## src/rtl/param_decoder.sv

```systemverilog
// Registered SEL_W-to-2**SEL_W decoder: one-hot, thermometer or timed walking-one scan,
// with valid/ready handshakes on the request and code sides.
module param_decoder #(
    parameter int SEL_W     = 3,
    parameter int DWELL_W   = 8,
    parameter bit ZERO_IDLE = 1'b1
) (
    input  logic                           clk,
    input  logic                           rst,
    input  logic                           in_valid,
    output logic                           in_ready,
    input  logic [SEL_W-1:0]               in_sel,
    input  logic [1:0]                     in_mode,
    input  logic [DWELL_W-1:0]             in_dwell,
    output logic                           out_valid,
    input  logic                           out_ready,
    output logic [(32'sd1 << SEL_W)-32'sd1:0] out_code,
    output logic                           busy
);

    localparam int OUT_W = 32'sd1 << SEL_W;

    localparam logic [1:0] MODE_THERM = 2'b01;
    localparam logic [1:0] MODE_SCAN  = 2'b10;

    localparam logic [SEL_W-1:0]   SEL_ONE = {{(SEL_W-1){1'b0}}, 1'b1};
    localparam logic [DWELL_W-1:0] CNT_ONE = {{(DWELL_W-1){1'b0}}, 1'b1};

    typedef enum logic [1:0] {
        ST_IDLE = 2'b00,
        ST_SCAN = 2'b01,
        ST_WAIT = 2'b10
    } state_t;

    // Single-position code f(k); with ZERO_IDLE, select 0 means "nothing lit".
    function automatic logic [OUT_W-1:0] map_onehot(input logic [SEL_W-1:0] k);
        logic [OUT_W-1:0] code;
        code = '0;
        for (int i = 32'sd0; i < OUT_W; i++) begin
            if (ZERO_IDLE) begin
                code[i] = (int'(k) == i + 32'sd1);
            end else begin
                code[i] = (int'(k) == i);
            end
        end
        return code;
    endfunction

    // Union of f(0..k).
    function automatic logic [OUT_W-1:0] map_therm(input logic [SEL_W-1:0] k);
        logic [OUT_W-1:0] code;
        code = '0;
        for (int i = 32'sd0; i < OUT_W; i++) begin
            if (ZERO_IDLE) begin
                code[i] = (i < int'(k));
            end else begin
                code[i] = (i <= int'(k));
            end
        end
        return code;
    endfunction

    state_t               state_r, state_s;
    logic                 out_valid_r, out_valid_s;
    logic [OUT_W-1:0]     out_code_r, out_code_s;
    logic [SEL_W-1:0]     idx_r, idx_s;
    logic [SEL_W-1:0]     sel_r, sel_s;
    logic [DWELL_W-1:0]   cnt_r, cnt_s;
    logic [DWELL_W-1:0]   dwell_r, dwell_s;

    logic                 accept_s;
    logic                 out_fire_s;
    logic                 last_beat_s;
    logic                 dwell_zero_s;
    logic                 wait_done_s;
    logic [SEL_W-1:0]     idx_inc_s;

    assign in_ready     = !rst && (state_r == ST_IDLE) && (!out_valid_r || out_ready);
    assign accept_s     = in_valid && in_ready;
    assign out_fire_s   = out_valid_r && out_ready;
    assign last_beat_s  = (idx_r == sel_r);
    assign dwell_zero_s = (dwell_r == '0);
    // A zero count in WAIT is unreachable; treating it as done keeps the FSM from stalling.
    assign wait_done_s  = (cnt_r <= CNT_ONE);
    assign idx_inc_s    = idx_r + SEL_ONE;

    // State register.
    always_ff @(posedge clk) begin
        if (rst) begin
            state_r <= ST_IDLE;
        end else begin
            state_r <= state_s;
        end
    end

    // Next-state logic.
    always_comb begin
        state_s = state_r;
        case (state_r)
            ST_IDLE: begin
                if (accept_s && (in_mode == MODE_SCAN)) begin
                    state_s = ST_SCAN;
                end else begin
                    state_s = ST_IDLE;
                end
            end
            ST_SCAN: begin
                if (!out_fire_s) begin
                    state_s = ST_SCAN;
                end else if (last_beat_s) begin
                    state_s = ST_IDLE;
                end else if (dwell_zero_s) begin
                    state_s = ST_SCAN;
                end else begin
                    state_s = ST_WAIT;
                end
            end
            ST_WAIT: begin
                if (wait_done_s) begin
                    state_s = ST_SCAN;
                end else begin
                    state_s = ST_WAIT;
                end
            end
            default: begin
                state_s = ST_IDLE;
            end
        endcase
    end

    // Output logic: next values of the registered code, valid, beat index and dwell counter.
    always_comb begin
        out_valid_s = out_valid_r;
        out_code_s  = out_code_r;
        idx_s       = idx_r;
        sel_s       = sel_r;
        cnt_s       = cnt_r;
        dwell_s     = dwell_r;
        case (state_r)
            ST_IDLE: begin
                if (accept_s) begin
                    out_valid_s = 1'b1;
                    case (in_mode)
                        MODE_THERM: begin
                            out_code_s = map_therm(in_sel);
                        end
                        MODE_SCAN: begin
                            out_code_s = map_onehot({SEL_W{1'b0}});
                            idx_s      = '0;
                            sel_s      = in_sel;
                            dwell_s    = in_dwell;
                            cnt_s      = '0;
                        end
                        default: begin
                            out_code_s = map_onehot(in_sel);
                        end
                    endcase
                end else if (out_fire_s) begin
                    out_valid_s = 1'b0;
                end else begin
                    out_valid_s = out_valid_r;
                end
            end
            ST_SCAN: begin
                if (!out_fire_s) begin
                    out_valid_s = 1'b1;
                end else if (last_beat_s) begin
                    out_valid_s = 1'b0;
                end else if (dwell_zero_s) begin
                    idx_s      = idx_inc_s;
                    out_code_s = map_onehot(idx_inc_s);
                end else begin
                    out_valid_s = 1'b0;
                    cnt_s       = dwell_r;
                end
            end
            ST_WAIT: begin
                if (wait_done_s) begin
                    cnt_s       = '0;
                    idx_s       = idx_inc_s;
                    out_code_s  = map_onehot(idx_inc_s);
                    out_valid_s = 1'b1;
                end else begin
                    cnt_s = cnt_r - CNT_ONE;
                end
            end
            default: begin
                out_valid_s = 1'b0;
            end
        endcase
    end

    // Datapath registers.
    always_ff @(posedge clk) begin
        if (rst) begin
            out_valid_r <= 1'b0;
            out_code_r  <= '0;
            idx_r       <= '0;
            sel_r       <= '0;
            cnt_r       <= '0;
            dwell_r     <= '0;
        end else begin
            out_valid_r <= out_valid_s;
            out_code_r  <= out_code_s;
            idx_r       <= idx_s;
            sel_r       <= sel_s;
            cnt_r       <= cnt_s;
            dwell_r     <= dwell_s;
        end
    end

    assign out_valid = out_valid_r;
    assign out_code  = out_code_r;
    assign busy      = (state_r != ST_IDLE) || out_valid_r;

endmodule

```

## config.mk

```make
export PLATFORM = sky130hd
export DESIGN_NAME = param_decoder
export DESIGN_NICKNAME = d
export VERILOG_FILES = /design/src/rtl/param_decoder.sv
export SDC_FILE = /design/constraint.sdc
export NUM_CORES = 1
export LEC_CHECK = 0
export CAP_MARGIN = 20
export CORE_AREA = 3 3 65 67
export CTS_CLUSTER_SIZE = 8
export DETAILED_ROUTE_END_ITERATION = 16
export DIE_AREA = 0 0 68 70
export PLACE_DENSITY_LB_ADDON = 0.3
export SLEW_MARGIN = 20
export SYNTH_ARGS = -nofsm -noshare
export SYNTH_HDL_FRONTEND = slang
export SYNTH_SLANG_ARGS = --single-unit
```

## constraint.sdc

```tcl
create_clock -name clk -period 2.6 [get_ports clk]
set_input_delay 0.39 -clock clk [delete_from_list [all_inputs] [get_ports clk]]
set_output_delay 0.39 -clock clk [all_outputs]
set_load 0.005 [all_outputs]
```

# Word level (Yosys, flattened, before mapping)
# Index checks and enable logic that the tools add are counted.
[word_totals] reg_bits=33 output_inout_bits=11
[op_classes] addsub=2 order_cmp=8 n_eq_ne=28 mux=34 reduce_logical=18
[ops] op="$mux W8" n=11
[ops] op="$pmux W8 S3" n=2
[ops] op="$eq A3 B3 Y1 const B" n=8
[ops] op="$mux W3" n=6
[ops] op="$pmux W7 S2" n=1
[ops] op="$eq A3 B2 Y1 const B" n=4
[ops] op="$ne A2 B2 Y1 const B" n=6
[ops] op="$reduce_and A6 Y1" n=2
[ops] op="$lt A3 B3 Y1 const A" n=3
[ops] op="$pmux W3 S3" n=1
[ops] op="$le A8 B1 Y1 const B" n=1
[ops] op="$logic_not A8 Y1" n=1
[ops] op="$mux W2" n=4
[ops] op="$sub A8 B1 Y8 const B" n=1
[ops] op="$mux W1" n=7
[ops] op="$reduce_and A7 Y1" n=1
[ops] op="$eq A3 B1 Y1 const B" n=2
[ops] op="$lt A1 B3 Y1 const A" n=2
[ops] op="$lt A2 B3 Y1 const A" n=2
[ops] op="$pmux W2 S3" n=1
[ops] op="$reduce_and A3 Y1" n=2
[ops] op="$logic_and A1 B1 Y1" n=5
[ops] op="$eq A2 B1 Y1 const B" n=2
[ops] op="$eq A2 B2 Y1 const B" n=2
[ops] op="other kinds (11)" n=13

# Depth between registers and ports, before layout
# Gate-level depths: netlist of the first run.
[logic_depth] depth_word=7 mapped_depth=8 depth_no_buf=7

# Worst setup path before layout of the first run
# Ideal clock, no wire load.
[synth_path] kind="reg2reg" start="register cnt_r[4]" end="register out_code_r[3] (netlist: out_code[3])" arrival_ns=1.866 required_time_ns=2.468 setup_slack_ns=0.603 path_stages_with_launch=7 n_path_buf=1 cell_sequence="dfxtp_1 -> or4_4 -> o41ai_2 -> buf_4 -> a21bo_4 -> a2111oi_4 -> nor3_1"
[synth_via] elab_chain_cells=3
[synth_rtl] item="start: declaration" line_no="68" text="logic [DWELL_W-1:0] cnt_r, cnt_s;"
[synth_rtl] item="start signal: assignment" line_no="207" text="cnt_r <= cnt_s;"
[synth_rtl] item="$le A8 B1 Y1" line_no="84" text="assign wait_done_s = (cnt_r <= CNT_ONE);"
[synth_rtl] item="$ne A2 B2 Y1 (no line)"
[synth_rtl] item="$reduce_and A6 Y1 (no line)"
[synth_rtl] item="end signal: assignment" line_no="204" text="out_code_r <= out_code_s;"
[synth_rtl] item="end: declaration" line_no="65" text="logic [OUT_W-1:0] out_code_r, out_code_s;"
# No other way between the ends.
# A chain may end at the register's enable or synchronous reset.

# Final worst setup path of the first run
[layout_path] start="input port rst" end="output port in_ready"
[layout_via] elab_chain_cells=3
[layout_rtl] item="start: declaration" line_no="9" text="input logic rst,"
[layout_rtl] item="$logic_not A1 Y1" line_no="78" text="assign in_ready = !rst && (state_r == ST_IDLE) && (!out_valid_r || out_ready);"
[layout_rtl] item="$logic_and A1 B1 Y1 (2 in a row)" line_no="78"
[layout_rtl] item="end: declaration" line_no="11" text="output logic in_ready,"
# No other way between the ends.

==> flow_summary.json, run 1 <==
{
  "status": "complete, no violations",
  "final.setup.worst_slack_ns": 0.371,
  "num_antenna_cells": 0,
  "cts_inserted_buffers": 5,
  "num_vias": 1875,
  "overflow": 0,
  "postPlaceCellArea_um2": 2360,
  "crit_fanout": 6,
  "cts_tree": "done",
  "yosysTopAreaCellShare": 0.313,
  "initial_core_util": 0.554,
  "period_minus_slack_ns": 2.23,
  "layout-drive-gt1-share": 0.0886,
  "skew_ns": 0.00447,
  "ys_seq_elements": 32,
  "timing.rr.end": "out_code[4]",
  "numPortBuffers": 26,
  "syn2layout_area_growth_pct": 20.0,
  "wl_mm": 4.80,
  "ir_worst_vdd_mv": 0.443,
  "reg2reg_slack_ns": 0.40,
  "drv_cap": 0,
  "min_path_type": "reg2reg",
  "fin_crit_sh": 0.857,
  "path_class": "in2out",
  "whs_endpoint": "out_code[1]",
  "cts_hold_buf": 0,
  "drt_iter0_drc": 152,
  "grt_max_degree": 21,
  "crit_chain": "clkdlybuf4s50_1 -> inv_1 -> and3_1 -> clkdlybuf4s50_1",
  "grtUsageTotal": 0.210,
  "hpwlAfterDp_mm": 3.46,
  "cts.reportedPaths.clkPinSlew_ns": 0.07,
  "yosysMostFrequentCell": "dfxtp_1",
  "drc": 0,
  "vias_per_cell": 5.88,
  "critPathLaunchType": "input pin",
  "endpoint_kind": "output pin",
  "cts-root-buf": "clkbuf_8",
  "antenna_found_initial": 0,
  "tightest_slew_ns": 0.803,
  "coreArea_um2": 3690,
  "r2r-start": "cnt_r[4]",
  "timing.fmax_ghz": 0.449,
  "p_sw_frac": 0.281,
  "routedWlPerCell_um": 15.0,
  "drv_slew": 0,
  "synth_edf_count": 0,
  "slowest_stage": "clkdlybuf4s50_1",
  "syn-num-nets": 274,
  "clk_path_buf_depth": 2,
  "clk_latency_ns": 0.29,
  "seq_power_share": 0.469,
  "hold_viol_final": 0,
  "yosysTopAreaCell": "dfxtp_1",
  "critical_path_required_ns": 2.21,
  "grt_pass1_vias": 1645,
  "fp-row-count": 22,
  "max_stage_delay_ns": 0.53,
  "comb_power_share": 0.173,
  "synth.avg_cell_area_um2": 8.41,
  "ys_types": 50,
  "dr.pass1.iters": 4,
  "cts.sinks": 32,
  "min-delay-start": "out_code[1]",
  "cp.arrival_ns": 1.84,
  "ant_nets": 0,
  "final_design_area_no_fill_um2": 2450,
  "grt_first_pass_wirelength_mm": 7.75,
  "max_slew_margin": 0.460,
  "finish.utilization": 0.665,
  "power_mw": 1.10,
  "nets": 301,
  "post_cts_resized": 0,
  "dp_slack_ns": 0.158,
  "stdcell_count": 319,
  "gp_congestion": 0.865,
  "p_leak_nw": 0.990,
  "pwr-share-clk": 0.358,
  "synthFlopType": "dfxtp_1",
  "ios": 28,
  "synth.area.top_cells": "dfxtp_1 31%, ha_1 8.6%, mux2i_1 6.4%, a21oi_1 3.7%, nand2_1 3.7%",
  "htreeDepth": 2,
  "p_sw_mw": 0.310,
  "dp_cells": 311,
  "ys_top_cells_by_count": "32 x dfxtp_1, 20 x nand2_1, 17 x nor2_1",
  "dieHeight_um": 70,
  "finalSetupTns_ns": 0,
  "die_w_um": 68,
  "finalSetupViolCount": 0,
  "hold_ws_ns": 0.494,
  "synth_area_um2": 2040,
  "die_area_um2": 4760,
  "reg2reg_depth": 5,
  "holdPathStages": 2,
  "cpMostUsedCell": "clkdlybuf4s50_1",
  "rsz0062_at_grt": "false",
  "yosysWarnings": 0,
  "p_int_mw": 0.792,
  "syn_inst": 243,
  "post-cts-setup-buffer-count": 0,
  "async_flop_share": 0,
  "yosysSeqAreaShare": 0.313,
  "powerDensity_nw_per_um2": 449
}
## layout make-up
type,count,area (um^2)
tap,48,60.1
inverter,12,45.0
sequential,32,641
clock inverter,3,23.8
multi-input combinational,185,1290
timing repair buffer,34,320
clock buffer,5,68.8
fill,316,1240
## power by group through the flow
stage	clock network, mW	registers [mW]	logic [mW]
3_5_place_dp	0	0.528	0.189
4_1_cts	0.399	0.517	0.190
5_1_grt	0.420	0.519	0.210
3_3_place_gp	0	0.528	0.187
6_report	0.394	0.517	0.190
2_1_floorplan	0	0.527	0.108
## kinds of logic after synthesis
family,share of synthesized area
AND/OR/NAND/NOR,0.228
AO/OA/AOI/OAI,0.228
flip-flops,0.313
buffers and inverters,0.0539
adder cells (fa/ha/maj),0.0857
multiplexers,0.0636
XOR/XNOR,0.0257
other,0.00183
## registers in the layout, summed over array words and instances (netlist names)
name / flops
out_code: 7
sel_r: 3
out_valid: 1
cnt_r: 8
state_r: 2
dwell_r: 8
idx_r: 3
## layout by cell type, fill, tap and decap left out, types with 2 or more instances in the layout
cell             instances
dfxtp_1                 32
clkdlybuf4s50_1         26
nand2_1                 20
nor2_1                  17
a21oi_1                 15
nand3_1                 15
ha_1                    14
mux2i_1                 13
inv_1                   12
o21ai_0                 12
buf_4                    8
nand2b_1                 6
nor4_1                   5
xnor2_1                  5
nor2b_1                  5
a211oi_1                 5
a211o_1                  5
clkbuf_8                 5
and3_1                   3
a311oi_1                 3
nor3b_1                  3
o31ai_1                  3
a21boi_1                 2
a21boi_0                 2
or4_1                    2
nand3b_1                 2
nand4_1                  2
o311ai_0                 2
a22oi_1                  2
o21bai_1                 2
clkinvlp_4               2
## worst max-delay path: cells and delay by family
family / cells / cell delay, ns
buffers and inverters: 3 / 1.21
AND/OR/NAND/NOR: 1 / 0.25
## per-layer routing
layer / global-route usage / share of wire / routed length [um]
met2: 0.334 / 0.47 / 2250
met3: 0.0531 / 0.064 / 306
met5: 0 / 0 / 0
met4: 0.0618 / 0.014 / 68
met1: 0.274 / 0.45 / 2170
## worst max-delay path by stage
stage	startpoint	to	slack [ns]
5_1_grt	dwell_r[4]	out_code[4]	0.19
6_report	rst	in_ready	0.37
3_3_place_gp	in_mode[0]	cnt_r[3]	0.23
2_1_floorplan	cnt_r[4]	out_code[3]	0.60
3_5_place_dp	in_mode[1]	cnt_r[2]	0.16
4_1_cts	rst	in_ready	0.38
(Power assumes the default switching activity.)
==> inputs of run 2 (changes only) <==
--- a/config.mk
+++ b/config.mk
@@ -6,10 +6,10 @@
 export NUM_CORES = 1
 export LEC_CHECK = 0
 export CAP_MARGIN = 20
-export CORE_AREA = 3 3 65 67
+export CORE_AREA = 3 3 70 72
 export CTS_CLUSTER_SIZE = 8
 export DETAILED_ROUTE_END_ITERATION = 16
-export DIE_AREA = 0 0 68 70
+export DIE_AREA = 0 0 73 75
 export PLACE_DENSITY_LB_ADDON = 0.3
 export SLEW_MARGIN = 20
 export SYNTH_ARGS = -nofsm -noshare
==> run 2 against run 1 <==
Net effect: clock-buffer cell count is 2 higher; flip-flop and latch count stayed put; combinational power hardly changed; clock power is 3% higher; power is 0.86% higher; core utilization is 10 points lower; critical path type is now reg2reg; largest cell class unchanged; largest power group unchanged.
==> flow_summary.json, run 2 (synthesis gave the netlist of run 1 again) <==
{
  "timing.fmax_ghz": 0.434,
  "use_met3": 0.0414,
  "max_slew_margin": 0.619,
  "die_w_um": 73,
  "cts.sinks": 32,
  "num_vias": 1882,
  "crit_start": "cnt_r[4]",
  "rsz0062_at_grt": "false",
  "numPortBuffers": 26,
  "holdPathStages": 2,
  "ant_nets": 0,
  "drv_cap": 0,
  "layout.cells.most_common": "dfxtp_1",
  "endpoint_kind": "register",
  "drv_slew": 0,
  "htreeDepth": 2,
  "cts_hold_buf": 0,
  "reg2reg_slack_ns": 0.29,
  "critical_path_required_ns": 2.80,
  "coreArea_um2": 4350,
  "overflow": 0,
  "routedWlPerCell_um": 14.9,
  "hpwlAfterDp_mm": 3.56,
  "ir_worst_vdd_mv": 0.253,
  "layout-drive-gt1-share": 0.0849,
  "dr.pass1.iters": 4,
  "ff_latch_area_um2": 641,
  "use_met2": 0.293,
  "grt_pass1_vias": 1676,
  "r2r-start": "cnt_r[4]",
  "fin_crit_sh": 0.887,
  "skew_ns": 0.00744,
  "cts_inserted_buffers": 5,
  "status": "complete, no violations",
  "cts_tree": "done",
  "crit_fanout": 12,
  "reg2reg_depth": 5,
  "num_antenna_cells": 0,
  "finalSetupTns_ns": 0,
  "initial_core_util": 0.470,
  "fillers": 424,
  "syn2layout_area_growth_pct": 20.3,
  "period_minus_slack_ns": 2.31,
  "fp-row-count": 24,
  "cp.arrival_ns": 2.50,
  "path_class": "reg2reg",
  "top_usage_layer": "met2",
  "crit_end": "idx_r[1]",
  "wl_mm": 4.81,
  "drt_iter0_drc": 124,
  "dieHeight_um": 75,
  "vias_per_cell": 5.83,
  "met1_usage": 0.267,
  "cts-root-buf": "clkbuf_8",
  "grtUsageTotal": 0.190,
  "clk_latency_ns": 0.29,
  "post-cts-setup-buffer-count": 0,
  "hold_ws_ns": 0.486,
  "cts.reportedPaths.clkPinSlew_ns": 0.07,
  "gp_congestion": 0.806,
  "p_leak_nw": 0.994,
  "clk_path_buf_depth": 2,
  "critPathLaunchType": "register",
  "drc": 0,
  "die_area_um2": 5480,
  "powerDensity_nw_per_um2": 452,
  "grt_first_pass_wirelength_mm": 8.08,
  "power_mw": 1.11,
  "antenna_found_initial": 0,
  "finish.utilization": 0.565,
  "final_cell_mix": "32 x dfxtp_1, 26 x clkdlybuf4s50_1, 20 x nand2_1",
  "finalSetupViolCount": 0,
  "ios": 28,
  "grt_max_degree": 25,
  "hold_viol_final": 0,
  "min_path_type": "reg2reg",
  "tightest_slew_ns": 0.567,
  "multi_input_area_um2": 1290,
  "timing.rr.end": "idx_r[1]",
  "post_cts_resized": 0,
  "nets": 301
}
[run 2: changes by cell type in the layout (fill, tap and decap cells not counted), sizes merged]
| cell | change |
|---|---|
| clkinvlp | -1 |
| clkbuf | +2 |
| clkinv | -1 |
[run 2: worst min-delay path by stage]
stage                      from          end  slack (ns)
finish              out_code[1]  out_code[1]        0.49
global placement    out_code[1]  out_code[1]        0.47
CTS                 out_code[1]  out_code[1]        0.49
floorplan           out_code[1]  out_code[1]        0.47
detailed placement  out_code[1]  out_code[1]        0.48
global route        out_code[1]  out_code[1]        0.53
[run 2: metrics by stage]
stage,instances,instance area (um^2),setup slack (ns)
2_1_floorplan,243,2040,0.603
3_3_place_gp,315,2360,0.314
3_5_place_dp,315,2360,0.286
4_1_cts,323,2460,0.301
5_1_grt,323,2460,0.171
6_report,323,2460,0.293
[run 2: area by class of cell]
| class | instances | share of cell area |
|---|---|---|
| clock buffer | 7 | 0.0351 |
| clock inverter | 1 | 0.00305 |
| inverter | 12 | 0.0183 |
| multi-input combinational | 185 | 0.526 |
| sequential | 32 | 0.261 |
| tap | 52 | 0.0265 |
| timing repair buffer | 34 | 0.130 |
[run 2: critical path, stage by stage, from the launching register on]
cell and delay, ns:
dfxtp_1 0.36, or4_4 0.56, o41ai_2 0.32, a21boi_2 0.55
nand2_1 0.15, o31ai_1 0.28
[run 2: power by group]
| part | internal [mW] | total, mW | switching (mW) |
|---|---|---|---|
| Sequential | 0.506 | 0.517 | 0.0111 |
| Clock | 0.215 | 0.404 | 0.189 |
| Combinational | 0.0966 | 0.190 | 0.0936 |
| Total | 0.818 | 1.11 | 0.293 |
[run 2: routing by layer]
layer	share of wire	wire length [um]
met5	0	0
met4	0.014	69
met3	0.045	217
met2	0.47	2240
met1	0.47	2280
